==> config.mk <==
export PLATFORM = sky130hd
export DESIGN_NAME = ex_stage
export DESIGN_NICKNAME = d
export VERILOG_FILES = /design/src/rtl/ex_pkg.sv /design/src/rtl/ALU.sv /design/src/rtl/Shifter.sv /design/src/rtl/ex_result_fifo.sv /design/src/rtl/ex_stage.sv
export SDC_FILE = /design/constraint.sdc
export NUM_CORES = 1
export LEC_CHECK = 0
export BUFFER_PORTS_ARGS = -buffer_cell sky130_fd_sc_hd__buf_2
export CAP_MARGIN = 20
export CORE_MARGIN = 1
export CORE_UTILIZATION = 55
export CTS_BUF_LIST = sky130_fd_sc_hd__clkbuf_16
export DETAILED_ROUTE_END_ITERATION = 10
export PLACE_DENSITY = 0.73
export SLEW_MARGIN = 30
export SYNTH_ARGS = -nofsm -noshare
export SYNTH_HDL_FRONTEND = slang
export SYNTH_HIERARCHICAL = 1
export SYNTH_SLANG_ARGS = --single-unit
==> constraint.sdc <==
create_clock -name clk -period 12.8 [get_ports clk]
set_clock_uncertainty 0.2 [all_clocks]
set_input_delay 1.28 -clock clk [delete_from_list [all_inputs] [get_ports clk]]
set_output_delay 1.28 -clock clk [all_outputs]
set_load 0.05 [all_outputs]
==> src/rtl/ex_pkg.sv <==
// Shared types and encodings for the execute stage.
// Latency: n/a (types only).
// Backpressure: n/a (types only).
//
// The tag field is sized for the widest tag the stage supports; ex_stage
// zero-extends its TAG_W-bit tag into it, so TAG_W must be <= EX_TAG_MAX_W.
package ex_pkg;

  localparam int EX_TAG_MAX_W = 16;

  localparam logic UNIT_ALU   = 1'b0;
  localparam logic UNIT_SHIFT = 1'b1;

  localparam logic [1:0] OP_AND = 2'b00;
  localparam logic [1:0] OP_OR  = 2'b01;
  localparam logic [1:0] OP_ADD = 2'b10;
  localparam logic [1:0] OP_SLT = 2'b11;

  typedef struct packed {
    logic                    unit;
    logic                    invert_a;
    logic                    invert_b;
    logic [1:0]              operation;
    logic                    left_right;
    logic [4:0]              shamt;
    logic [31:0]             src1;
    logic [31:0]             src2;
    logic [EX_TAG_MAX_W-1:0] tag;
  } ex_req_t;

  typedef struct packed {
    logic [31:0]             result;
    logic                    zero;
    logic                    overflow;
    logic [EX_TAG_MAX_W-1:0] tag;
  } ex_rsp_t;

endpackage

==> src/rtl/ALU.sv <==
// 32-bit combinational ALU: AND / OR / ADD / SLT with optional operand inversion.
// Latency: combinational.
// Backpressure: none.
//
// Ports: aluSrc1/aluSrc2 operands, invertA/invertB invert the operands
// (invertB also supplies the adder carry-in so invertB+ADD is a subtract),
// operation selects the function, result/zero/overflow are the outputs.
// overflow is only meaningful for ADD and reads 0 for the other functions.
module ALU (
  input  logic [31:0] aluSrc1,
  input  logic [31:0] aluSrc2,
  input  logic        invertA,
  input  logic        invertB,
  input  logic [1:0]  operation,
  output logic [31:0] result,
  output logic        zero,
  output logic        overflow
);

  logic [31:0] a;
  logic [31:0] b;
  logic [31:0] sum;
  logic        add_ovf;

  assign a   = invertA ? ~aluSrc1 : aluSrc1;
  assign b   = invertB ? ~aluSrc2 : aluSrc2;
  assign sum = a + b + {31'b0, invertB};

  // A carry-in can never push operands of opposite sign out of range, so
  // the usual same-sign test covers the subtract case too.
  assign add_ovf = (a[31] == b[31]) && (sum[31] != a[31]);

  always_comb begin
    result   = 32'h0;
    overflow = 1'b0;
    case (operation)
      2'b00: result = a & b;
      2'b01: result = a | b;
      2'b10: begin
        result   = sum;
        overflow = add_ovf;
      end
      default: result = {31'b0, sum[31] ^ add_ovf};
    endcase
  end

  assign zero = (result == 32'h0);

endmodule

==> src/rtl/Shifter.sv <==
// 32-bit combinational logical shifter.
// Latency: combinational.
// Backpressure: none.
//
// Ports: leftRight (1 = left, 0 = right, both logical), shamt shift amount,
// sftSrc operand, result shifted value.
module Shifter (
  input  logic        leftRight,
  input  logic [4:0]  shamt,
  input  logic [31:0] sftSrc,
  output logic [31:0] result
);

  assign result = leftRight ? (sftSrc << shamt) : (sftSrc >> shamt);

endmodule

==> src/rtl/ex_result_fifo.sv <==
// Synchronous result FIFO of ex_rsp_t with a sticky head.
// Latency: push visible at head one edge later; pop takes effect at the edge.
// Backpressure: push ignored when full (without a pop), pop ignored when empty.
//
// Ports: clk/rst (async active-high), push_i/push_dat_i write side,
// pop_i read side, head_o oldest entry, count_o occupancy.
// When empty, head_o keeps showing the most recently held head value so
// downstream outputs do not flicker; reset clears it to zero.
module ex_result_fifo
  import ex_pkg::*;
#(
  parameter int DEPTH = 3,
  parameter int CNT_W = 2
) (
  input  logic             clk,
  input  logic             rst,
  input  logic             push_i,
  input  ex_rsp_t          push_dat_i,
  input  logic             pop_i,
  output ex_rsp_t          head_o,
  output logic [CNT_W-1:0] count_o
);

  localparam int PTR_W = (DEPTH > 1) ? $clog2(DEPTH) : 1;

  ex_rsp_t          mem_q [DEPTH];
  ex_rsp_t          last_q;
  logic [PTR_W-1:0] wr_ptr_q, wr_ptr_d;
  logic [PTR_W-1:0] rd_ptr_q, rd_ptr_d;
  logic [CNT_W-1:0] count_q, count_d;
  logic             push_eff;
  logic             pop_eff;
  logic             not_empty;

  function automatic logic [PTR_W-1:0] ptr_inc(input logic [PTR_W-1:0] p);
    // DEPTH need not be a power of two, so wrap explicitly.
    if (p == PTR_W'(DEPTH - 1)) begin
      return '0;
    end
    return p + 1'b1;
  endfunction

  assign not_empty = (count_q != '0);
  assign pop_eff   = pop_i && not_empty;
  assign push_eff  = push_i && ((count_q != CNT_W'(DEPTH)) || pop_eff);

  always_comb begin
    wr_ptr_d = wr_ptr_q;
    rd_ptr_d = rd_ptr_q;
    count_d  = count_q;
    if (push_eff) begin
      wr_ptr_d = ptr_inc(wr_ptr_q);
    end
    if (pop_eff) begin
      rd_ptr_d = ptr_inc(rd_ptr_q);
    end
    case ({push_eff, pop_eff})
      2'b10:   count_d = count_q + 1'b1;
      2'b01:   count_d = count_q - 1'b1;
      default: count_d = count_q;
    endcase
  end

  always_ff @(posedge clk or posedge rst) begin
    if (rst) begin
      wr_ptr_q <= '0;
      rd_ptr_q <= '0;
      count_q  <= '0;
      last_q   <= '0;
      for (int i = 0; i < DEPTH; i++) begin
        mem_q[i] <= '0;
      end
    end else begin
      wr_ptr_q <= wr_ptr_d;
      rd_ptr_q <= rd_ptr_d;
      count_q  <= count_d;
      if (push_eff) begin
        mem_q[wr_ptr_q] <= push_dat_i;
      end
      if (not_empty) begin
        last_q <= mem_q[rd_ptr_q];
      end
    end
  end

  assign head_o  = not_empty ? mem_q[rd_ptr_q] : last_q;
  assign count_o = count_q;

endmodule

==> src/rtl/ex_stage.sv <==
// Registered execute stage: issue register -> ALU/Shifter -> result FIFO.
// Latency: accept at edge N, result at FIFO head after edge N+1.
// Backpressure: in_ready = (issue entry + FIFO count) < FIFO_DEPTH, registered state only.
//
// Ports: in_* request with valid/ready, out_* result with valid/ready,
// done_cnt counts output handshakes (wraps at 16 bits).
// The issue register always drains into the FIFO on the next edge; counting
// it in the occupancy is what keeps that unconditional push from overflowing.
module ex_stage
  import ex_pkg::*;
#(
  parameter int TAG_W      = 4,
  parameter int FIFO_DEPTH = 3
) (
  input  logic             clk,
  input  logic             rst,
  input  logic             in_valid,
  output logic             in_ready,
  input  logic             in_unit,
  input  logic             in_invertA,
  input  logic             in_invertB,
  input  logic [1:0]       in_operation,
  input  logic             in_leftRight,
  input  logic [4:0]       in_shamt,
  input  logic [31:0]      in_src1,
  input  logic [31:0]      in_src2,
  input  logic [TAG_W-1:0] in_tag,
  output logic             out_valid,
  input  logic             out_ready,
  output logic [31:0]      out_result,
  output logic             out_zero,
  output logic             out_overflow,
  output logic [TAG_W-1:0] out_tag,
  output logic [15:0]      done_cnt
);

  localparam int CNT_W = $clog2(FIFO_DEPTH + 1);

  ex_req_t                 req_q, req_d;
  logic                    s1_valid_q, s1_valid_d;
  logic [15:0]             done_cnt_q, done_cnt_d;
  logic [EX_TAG_MAX_W-1:0] tag_ext;
  logic [CNT_W-1:0]        fifo_count;
  logic [CNT_W:0]          occ;
  logic                    accept;
  logic                    pop;
  ex_rsp_t                 rsp;
  ex_rsp_t                 head;
  logic [31:0]             alu_result;
  logic                    alu_zero;
  logic                    alu_overflow;
  logic [31:0]             sft_result;
  logic                    unused_tag;

  assign occ      = (CNT_W + 1)'(fifo_count) + (CNT_W + 1)'(s1_valid_q);
  assign in_ready = (occ < (CNT_W + 1)'(FIFO_DEPTH));
  assign accept   = in_valid && in_ready;
  assign pop      = out_valid && out_ready;

  always_comb begin
    tag_ext              = '0;
    tag_ext[TAG_W-1:0]   = in_tag;
  end

  always_comb begin
    req_d      = req_q;
    s1_valid_d = accept;
    if (accept) begin
      req_d.unit       = in_unit;
      req_d.invert_a   = in_invertA;
      req_d.invert_b   = in_invertB;
      req_d.operation  = in_operation;
      req_d.left_right = in_leftRight;
      req_d.shamt      = in_shamt;
      req_d.src1       = in_src1;
      req_d.src2       = in_src2;
      req_d.tag        = tag_ext;
    end
  end

  assign done_cnt_d = done_cnt_q + 16'(pop);

  always_ff @(posedge clk or posedge rst) begin
    if (rst) begin
      req_q      <= '0;
      s1_valid_q <= 1'b0;
      done_cnt_q <= 16'h0;
    end else begin
      req_q      <= req_d;
      s1_valid_q <= s1_valid_d;
      done_cnt_q <= done_cnt_d;
    end
  end

  ALU u_alu (
    .aluSrc1   (req_q.src1),
    .aluSrc2   (req_q.src2),
    .invertA   (req_q.invert_a),
    .invertB   (req_q.invert_b),
    .operation (req_q.operation),
    .result    (alu_result),
    .zero      (alu_zero),
    .overflow  (alu_overflow)
  );

  Shifter u_shifter (
    .leftRight (req_q.left_right),
    .shamt     (req_q.shamt),
    .sftSrc    (req_q.src2),
    .result    (sft_result)
  );

  always_comb begin
    rsp     = '0;
    rsp.tag = req_q.tag;
    if (req_q.unit == UNIT_SHIFT) begin
      rsp.result   = sft_result;
      rsp.zero     = (sft_result == 32'h0);
      rsp.overflow = 1'b0;
    end else begin
      rsp.result   = alu_result;
      rsp.zero     = alu_zero;
      rsp.overflow = alu_overflow;
    end
  end

  ex_result_fifo #(
    .DEPTH (FIFO_DEPTH),
    .CNT_W (CNT_W)
  ) u_fifo (
    .clk        (clk),
    .rst        (rst),
    .push_i     (s1_valid_q),
    .push_dat_i (rsp),
    .pop_i      (pop),
    .head_o     (head),
    .count_o    (fifo_count)
  );

  assign out_valid    = (fifo_count != '0);
  assign out_result   = head.result;
  assign out_zero     = head.zero;
  assign out_overflow = head.overflow;
  assign out_tag      = head.tag[TAG_W-1:0];
  assign done_cnt     = done_cnt_q;

  // Tag bits above TAG_W are always zero and never reach a port.
  assign unused_tag = ^head.tag;

endmodule

# Word level (Yosys, flattened, before mapping)
# Index checks and enable logic that the tools add are counted.
# word_totals
romBits,0
in_bits,83
n_memories,0
reg_bits,302
out_inout_bits,56
ramBits,0
latch_bits,0
word_cells,95
# op_classes
eq_ne,9
add_sub_neg,8
mux,22
order_cmp,4
n_shift,2
reduce_logical,12
bitwise,7
div,0
mul,0
# op_table
cell,n
two-way mux 50 bit,4
bitwise mux 150 bit,1
binary-select mux 50 bit (select 2 bit),1
demux 50 bit (select 2 bit),1
two-way mux 32 bit,3
case mux 32 bit (3 select lines),1
logical NOT 32 bit,2
NOT 32 bit,2
two-way mux 34 bit,1
adder 32 x 1 -> 32 bit,1
adder 32 bit,1
bitwise AND 32 bit,1
bitwise OR 32 bit,1
left shift 32 x 5 -> 32 bit,1
>> shifter 32 x 5 -> 32 bit,1
adder 16 x 1 -> 16 bit,1
== test 2 bit (second input constant),4
two-way mux 2 bit,4
adder 2 x 1 -> 2 bit (second input constant),3
>= comparator 3 bit (second input constant),2
logical AND 1 bit,6
NOT 2 -> 3 bit,2
two-way mux 1 bit,5
== test 2 x 1 -> 1 bit (second input constant),2
other kinds (12),13

# Depth between registers and ports, before layout
# Gate-level depths: netlist of run 1.
# depth
word_depth,11
depth_mapped,19
mapped_depth_nobuf,16

# By module
# The synthesis of run 1 kept the hierarchy.
# by_module_without_submodules
module,area_each_um2,cells_each,instances,seq_area_each_um2
ex_result_fifo,9086.2,672,1,5154.9
ex_stage,4150.2,282,1,2402.3
ALU,4032.6,606,1,0.0
Shifter,3604.7,469,1,0.0

# Worst setup path before layout of run 1
# OpenSTA, ideal clock, no wires.
# synth_path
path_type,reg2reg
from,reg req_q[89] in the netlist's numbering
to,reg u_fifo/mem_q[117] in the netlist's numbering
n_path_buf,2
arrival_ns,4.065
stages_incl_launch_ff,18
synth_period_minus_slack_ns,4.330
required_time_ns,12.535
setup_time_ns,0.065
path_slack_ns,8.470
path_cell_list,dfrtp_1 -> buf_6 -> clkbuf_1 -> xor2_1 -> fa_1 -> a21oi_1 -> o22ai_1 -> a211oi_2 -> a21oi_1 -> and4_1 -> or3_1 -> o21bai_1 -> nor4bb_1 -> nand3_1 -> nor4_2 -> inv_1 -> o22ai_2 -> mux2_2
# synth_lines
item,line,rtl
start: declaration,ex_stage.sv:39,"ex_req_t req_q, req_d;"
start signal: assignment,ex_stage.sv:89,req_q <= req_d;
end signal: indexed assignment,ex_result_fifo.sv:78,mem_q[wr_ptr_q] <= push_dat_i;
end: declaration,ex_result_fifo.sv:26,ex_rsp_t mem_q [DEPTH];

==> metrics.txt, run 1 <==
CP endpoint kind flip-flop; # DRC 0; Worst setup SP type flip-flop; Initial Utilization 56.0%; post-synth net total 2036; vias per inst 6.30; register area 6370 sq um; Final Max Slew Viols 0; Worst Hold Depth 1; Hold Path Sink done_cnt[15]; r2r setup slk 7880 ps; largest net degree at the start of global routing 79; DP Cell Count 2353; # diodes 0; outcome complete, no violations; Hold Path Class reg2reg; Final setup viols 0; Max Cap Violations 0; post-route clock period utilization 38.4%; final wirelength 57600 um; CTS Buf Count 28; Netlist Area Pre-Place 18800 sq um; post-route ant nets 0; RSZ-0062 raised after global routing false; Die Span Y 187 um; cts hold-fix bufs 0; fmax 203 MHz; Slew @ Worst Pin 994 ps; Syn Area/Cell 10.0 sq um; Reg-to-Reg End u_fifo/mem_q[117]; Non-Filler Cell Area, Final 20600 sq um; critical-path maximum fanout 33; core region area 33600 sq um; FILL cells 2776; # rows 67; maximum clock path buffer count 3; clock latency on the worst-skew pair 580 ps; Final nets 2090; Clock transition at path regs 70 ps; Rel. slew slack 33.7%; Final TNS setup 0 ps; Setup CP Type reg2reg; initial antenna violation count 2; HP Start done_cnt[15]; Reg2Reg Depth 15; Pre-antenna DRT Iters 5; first-pass GRT wire length 89700 um; final worst path period need 4920 ps; Synth warnings 6; Post-DP Area 19600 sq um; Area Growth Syn to Fin 9.38%; area of the multi-input gates 11400 sq um; RD Place Congestion 1.04; vias in the first global route 15100; critical path arrival 5240 ps; GRT Overall Usage 32.9%; GR Overflow Total 0; Final HPWL DP 41500 um; layout cell share with drive strength beyond 1 28.5%; post-CTS resize count 0; Final Hold Fails 0; routed vias 15200; clock root cell clkbuf_16; Worst Hold Slack 274 ps; CTS tree yes; io pins 139; routed length per instance 23.9 um; final non-filler cell total 2406; TritonCTS Sinks 254; DIE AREA 35000 sq um; IO Port Bufs 138; chip width 187 um; setup bufs post-CTS 0; cell count after synthesis 1882; DR iter-0 viols 1708; reg2reg start req_q[89]; CTS H-tree depth 1; required time worst endpoint 13120 ps
==> layout make-up <==
| type | instances | area share [%] |
|---|---|---|
| Tap cell | 448 | 2.72 |
| Clock buffer | 28 | 3.40 |
| Clock inverter | 24 | 1.29 |
| Timing Repair Buffer | 161 | 4.51 |
| Multi-Input combinational cell | 1402 | 55.5 |
| Sequential cell | 254 | 30.9 |
| Inverter | 89 | 1.66 |
==> metal layers <==
metal  vias to the layer above  part of all wire, %  global-route usage [%]
li1                       6881                    -                       -
met2                       673                   46                    52.4
met5                         -                0.021                       0
met3                       130                  7.5                    5.46
met1                      7477                   42                    44.7
met4                         2                  4.0                    13.0
==> cell usage in the layout (no fill, tap or decap), types with 9 or more instances in the layout <==
cell type and instances:
nor3_1 17, buf_2 138, mux2_2 213, a22oi_1 18, nand2_1 210, clkbuf_16 28, inv_1 86, clkinv_1 9
mux2_4 77, mux2i_1 55, dfrtp_1 250, a31oi_1 44, o21ai_0 69, nor2_1 121, mux4_2 25, buf_4 19
a21o_1 10, ha_1 70, o22ai_1 23, nand4_1 14, xnor2_1 31, o211ai_1 27, a21oi_1 54, nand3_1 39
xor2_1 74, a211oi_1 11, nor4_1 10, nor2b_1 12, and2_1 11
==> how the worst max path moves through the flow <==
stage / from / to / slack (ps) / cells after the start
2_1_floorplan: rst / u_fifo/count_o[0] / 7060 / 1
3_3_place_gp: req_q[89] / u_fifo/mem_q[117] / 7830 / 15
3_5_place_dp: req_q[89] / u_fifo/mem_q[117] / 7660 / 15
4_1_cts: req_q[89] / u_fifo/mem_q[117] / 7640 / 15
5_1_grt: req_q[88] / u_fifo/mem_q[117] / 7620 / 16
6_report: req_q[89] / u_fifo/mem_q[117] / 7880 / 15
==> registers in the layout, indices dropped and copies added (netlist names) <==
name,flops
u_fifo/mem_q,114
u_fifo/last_q,38
u_fifo/rd_ptr_q,2
done_cnt,16
s1_valid_q,1
u_fifo/count_o,2
req_q,79
u_fifo/wr_ptr_q,2
==> through the flow <==
stage	util (%)	worst slack [ps]
after floorplan	-	7060
after global placement	58.1	7830
after detailed placement	58.2	7660
after CTS	61.1	7640
after global routing	61.2	7620
final	61.2	7880
==> critical path: stages, from the launching register on <==
cell	delay, ps
dfrtp_4	810
xor2_1	250
fa_1	510
a21oi_1	330
o22ai_1	170
a211oi_2	360
a21oi_1	230
and4_1	230
or3_1	400
o21bai_1	180
nor4bb_1	280
nand3_1	130
nor4_2	300
inv_1	90
o22ai_2	200
mux2_2	180
Power of run 1 is not shown: default switching activity piles up to over one toggle a cycle in this logic, so the estimate is an artifact.
==> inputs of run 2 (changes only) <==
--- a/config.mk
+++ b/config.mk
@@ -5,6 +5,7 @@
 export SDC_FILE = /design/constraint.sdc
 export NUM_CORES = 1
 export LEC_CHECK = 0
+export ABC_AREA = 1
 export BUFFER_PORTS_ARGS = -buffer_cell sky130_fd_sc_hd__buf_2
 export CAP_MARGIN = 20
 export CORE_MARGIN = 1
==> constraint.sdc (replaced) <==
create_clock -name clk -period 5.2 [get_ports clk]
set_clock_uncertainty 0.2 [all_clocks]
set_input_delay 0.52 -clock clk [delete_from_list [all_inputs] [get_ports clk]]
set_output_delay 0.52 -clock clk [all_outputs]
set_load 0.05 [all_outputs]
==> metrics.txt, run 2 <==
IO Port Bufs 138 (unchanged); Setup CP Type reg2reg; routed length per instance 19.9 um (-17%); # diodes 0 (unchanged); io pins 139 (unchanged); post-route ant nets 0 (unchanged); fmax 243 MHz (+20%); Area Growth Syn to Fin 11.4%; TritonCTS Sinks 254 (unchanged); post-synth net total 3082 (+51%); post-route clock period utilization 79.1% (+41 points); CTS Buf Count 27 (-3.6%); max reg flops 114 (unchanged); final wirelength 69400 um (+21%); Syn Area/Cell 6.62 sq um (-34%); maximum clock path buffer count 3 (unchanged); GR Overflow Total 0 (unchanged); most common cell after layout, fill and taps aside nand2_1; required time worst endpoint 5490 ps (-7630 ps); Die Span Y 190 um (+1.5%); cell count after synthesis 2928 (+56%); Worst setup SP type flip-flop; area of the multi-input gates 11200 sq um (-1.8%); GRT Overall Usage 38.4% (+5.5 points); Synth warnings 6 (unchanged); RD Place Congestion 1.00 (-3.8%); Final setup viols 0 (unchanged); routed vias 20600 (+36%); Max Cap Violations 0 (unchanged); vias in the first global route 18900 (+26%); DIE AREA 36000 sq um (+2.9%); outcome complete, no violations; clock root cell clkbuf_16; first-pass GRT wire length 108000 um (+20%); cts hold-fix bufs 78 (+78); register area 6360 sq um (about the same); core region area 34600 sq um (+3.0%); # rows 68 (+1.5%); setup bufs post-CTS 0 (unchanged); Clock transition at path regs 60 ps (about the same); DR iter-0 viols 2535 (+48%); most frequent cells in the layout nand2_1 (1005), nand3_1 (555), dfrtp_1 (251), nor2_1 (210), inv_1 (204); largest net degree at the start of global routing 82 (+3.8%); Initial Utilization 56.0% (about the same); CTS H-tree depth 1 (unchanged); Netlist Area Pre-Place 19400 sq um (+3.0%); vias per inst 5.92 (-6.1%); Rel. slew slack 37.8% (+4.1 points); Final TNS setup 0 ps (unchanged); Reg with most FFs u_fifo/mem_q; Final HPWL DP 48400 um (+17%); RSZ-0062 raised after global routing false; Final Max Slew Viols 0 (unchanged); chip width 190 um (+1.5%); Final nets 3167 (+52%); # DRC 0 (unchanged); top flop regs u_fifo/mem_q (114), req_q (79), u_fifo/last_q (38); critical-path maximum fanout 33 (unchanged); Final Hold Fails 0 (unchanged); layout cell share with drive strength beyond 1 10.3% (-18 points); CP endpoint kind flip-flop; CTS tree yes; Pre-antenna DRT Iters 7 (+2); final worst path period need 4110 ps (-803 ps); FILL cells 3207 (+16%); Slew @ Worst Pin 933 ps (-60.8 ps); clock latency on the worst-skew pair 560 ps (-20 ps); initial antenna violation count 0 (-2); post-CTS resize count 0 (unchanged); critical path arrival 4400 ps (-840 ps); Hold Path Class in2reg
-- run 2: stage by stage --
step,cells,setup slack (ps),hold WS (ps),utilization (%),cell area [sq um]
detailed placement,3361,1180,258,57.6,19900
CTS,3487,1160,63.7,62.3,21600
global placement,3360,1220,254,57.5,19900
finish,3487,1090,81.6,62.3,21600
global route,3487,706,129,62.3,21600
floorplan,2928,217,241,-,19400
-- run 2: routing by layer --
layer / vias up / wire (um) / global-route usage (%)
li1: 9680 / - / -
met1: 9662 / 29500 / 54.1
met2: 1140 / 30300 / 58.7
met3: 152 / 6610 / 5.87
met4: 0 / 3060 / 15.8
met5: - / 0 / 0
-- run 2: final cells by class --
type,count,area share (%)
clock buffer,27,3.13
clock inverter,21,0.840
inverter,215,3.84
multi-input combinational,2266,52.0
sequential,254,29.5
tap,455,2.64
timing repair buffer,249,8.11
-- run 2: worst paths after layout --
| kind | from | end | slack, ps | cells past startpoint |
|---|---|---|---|---|
| setup / recovery | req_q[89] | u_fifo/mem_q[67] | 1090 | 22 |
| setup reg to reg | req_q[89] | u_fifo/mem_q[67] | 1090 | 22 |
| min in group asynchronous | rst | u_fifo/mem_q[122] | 430 | 3 |
| max in group asynchronous | rst | u_fifo/mem_q[125] | 3180 | 4 |
| hold reg to reg | u_fifo/mem_q[92] | u_fifo/mem_q[92] | 270 | 2 |
| hold / removal | in_unit | req_q[90] | 80 | 3 |
-- run 2: critical path: stages (launching register included) --
cell and delay (ps):
dfrtp_1 370, buf_4 460, xor2_1 430, inv_1 90, ha_1 370, nand2_1 140
nor2_1 220, nand2_1 100, nand2_1 130, nand2_1 130, nand2_1 150, nand2_1 60
nand3_1 70, o211ai_1 220, nor2_1 160, nand3_1 80, nor2_1 100, nand2_1 60
nor2_1 80, nand2_1 60, nand2_1 120, nand4_1 110, nand2_1 120
Power of run 2 is left out for the same reason.
==> inputs of run 3 (changes only) <==
--- a/config.mk
+++ b/config.mk
@@ -5,14 +5,14 @@
 export SDC_FILE = /design/constraint.sdc
 export NUM_CORES = 1
 export LEC_CHECK = 0
-export ABC_AREA = 1
+export ABC_AREA = 0
 export BUFFER_PORTS_ARGS = -buffer_cell sky130_fd_sc_hd__buf_2
 export CAP_MARGIN = 20
 export CORE_MARGIN = 1
 export CORE_UTILIZATION = 55
 export CTS_BUF_LIST = sky130_fd_sc_hd__clkbuf_16
 export DETAILED_ROUTE_END_ITERATION = 10
-export PLACE_DENSITY = 0.73
+export PLACE_DENSITY = 0.76
 export SLEW_MARGIN = 30
 export SYNTH_ARGS = -nofsm -noshare
 export SYNTH_HDL_FRONTEND = slang
==> constraint.sdc (replaced) <==
create_clock -name clk -period 3.67 [get_ports clk]
set_clock_uncertainty 0.2 [all_clocks]
set_input_delay 0.367 -clock clk [delete_from_list [all_inputs] [get_ports clk]]
set_output_delay 0.367 -clock clk [all_outputs]
set_load 0.05 [all_outputs]
==> metrics.txt, run 3 (synthesized netlist as in run 1, its figures left out) <==
max reg flops 114 (unchanged); post-route clock period utilization 116% (+37 points); core region area 33600 sq um (-2.9%); final non-filler cell total 2801 (-20%); CTS Buf Count 27 (unchanged); RD Place Congestion 1.02 (+1.8%); Final HPWL DP 49400 um (+2.0%); r2r setup slk -600 ps (-1690 ps); Final Max Slew Viols 0 (unchanged); top flop regs u_fifo/mem_q (114), req_q (79), u_fifo/last_q (38); GRT Overall Usage 39.7% (+1.3 points); outcome complete, but fails checks; Hold Path Class in2reg; critical-path maximum fanout 5 (-85%); maximum clock path buffer count 3 (unchanged); largest net degree at the start of global routing 81 (-1.2%); vias per inst 6.19 (+4.6%); initial antenna violation count 1 (+1); vias in the first global route 18000 (-5.0%); Final setup viols 66 (+66); required time worst endpoint 3970 ps (-1520 ps); DR iter-0 viols 1838 (-27%); TritonCTS Sinks 254 (unchanged); critical path arrival 4570 ps (+170 ps); routed length per instance 25.2 um (+27%); # rows 67 (-1.5%); CP endpoint kind flip-flop; # DRC 0 (unchanged); most common cell after layout, fill and taps aside buf_4; chip width 187 um (-1.4%); most frequent cells in the layout buf_4 (323), dfrtp_1 (250), mux2_2 (211), nand2_1 (209), buf_2 (138); Area Growth Syn to Fin 29.7%; Reg2Reg Depth 18 (-18%); DP Cell Count 2659 (-21%); Rel. slew slack 34.9% (-2.9 points); HP Start out_ready; PnR worst setup slack -601 ps (-1690 ps); Pre-antenna DRT Iters 6 (-1); io pins 139 (unchanged); fmax 234 MHz (-3.7%); Setup CP Type reg2reg; Slew @ Worst Pin 977 ps (+44.1 ps); Reg with most FFs u_fifo/mem_q; Final Core Density 72.6% (+10 points); clock root cell clkbuf_16; Worst Hold Depth 3 (unchanged); Clock transition at path regs 60 ps (about the same); CTS tree yes; Final nets 2486 (-22%); DIE AREA 35000 sq um (-2.9%); final worst path period need 4270 ps (+157 ps); RSZ-0062 raised after global routing true; layout cell share with drive strength beyond 1 40.8% (+30 points); failing checks negative setup slack; final wirelength 70600 um (+1.7%); Max Cap Violations 0 (unchanged); Final Hold Fails 0 (unchanged); Die Span Y 187 um (-1.4%); Hold Path Sink done_cnt[0]; clock latency on the worst-skew pair 590 ps (+30 ps); Initial Utilization 56.0% (about the same); post-route ant nets 0 (unchanged); reg2reg start req_q[89]; first-pass GRT wire length 107000 um (-0.91%); IO Port Bufs 138 (unchanged); GR Overflow Total 0 (unchanged); CTS H-tree depth 1 (unchanged); Reg-to-Reg End u_fifo/mem_q[117]; Worst setup SP type flip-flop; routed vias 17300 (-16%)
==> run 3: cell types whose count changed in the layout (fill, tap and decap cells not counted), sizes merged, moves of 44 or more <==
cell,before,now
nor2,221,122
nand2,1052,211
xor2,11,74
buf,171,478
a31oi,0,44
inv,219,95
mux2i,0,56
nand4,143,14
mux2,0,290
nand3,574,40
==> run 3: per-layer routing <==
metal	vias to the layer above	track usage, %	share of wire, %
li1	7642	-	-
met1	8602	50.9	40
met4	0	20.6	5.4
met5	-	0	0
met2	861	64.6	47
met3	227	6.94	7.9
==> run 3: what timing repair did <==
item,4_1_cts,5_1_grt
endpoints found under the hold margin,161,0
endpoints found under the setup margin,58,78
gates resized for setup,56,55
hold buffers,80,0
pin swaps,20,19
buffers inserted,6,6
==> run 3: per-stage QoR <==
step	setup WS [ps]	TNS (ps)	cell area [sq um]	hold WS [ps]
3_3_place_gp	-676	-15200	22100	255
4_1_cts	-525	-10510	24100	140
5_1_grt	-811	-22000	24400	163
6_report	-601	-16050	24400	160
2_1_floorplan	-168	-504	19000	274
3_5_place_dp	-674	-17740	22100	272
==> run 3: layout make-up <==
cell class / instances / area, sq um
sequential: 254 / 6370
fill: 2288 / 9210
clock buffer: 27 / 676
tap: 448 / 561
multi-input combinational: 1402 / 12100
inverter: 89 / 340
antenna: 1 / 2.50
clock inverter: 22 / 126
timing repair buffer: 558 / 4230
==> run 3: critical path, cell delays in order (launching register included) <==
cell	delay, ps
dfrtp_4	510
buf_12	160
xnor2_4	170
a21oi_2	120
fa_2	440
a21oi_4	210
o221ai_4	140
buf_4	170
xnor2_1	200
o31ai_2	100
a311oi_2	260
o2111a_1	240
nand4_1	130
nor4bb_2	320
nand3_1	130
nor4_2	210
inv_1	90
o22ai_2	190
mux2_4	180
==> run 3: how the worst max path moves through the flow <==
| stage | slack, ps | end | start |
|---|---|---|---|
| after floorplan | -170 | u_fifo/mem_q[117] | req_q[88] |
| after global placement | -680 | u_fifo/mem_q[17] | req_q[88] |
| after detailed placement | -670 | u_fifo/mem_q[117] | req_q[88] |
| after CTS | -530 | u_fifo/mem_q[117] | req_q[89] |
| after global routing | -810 | u_fifo/mem_q[117] | req_q[89] |
| final | -600 | u_fifo/mem_q[117] | req_q[89] |
Power of run 3 is left out for the same reason.
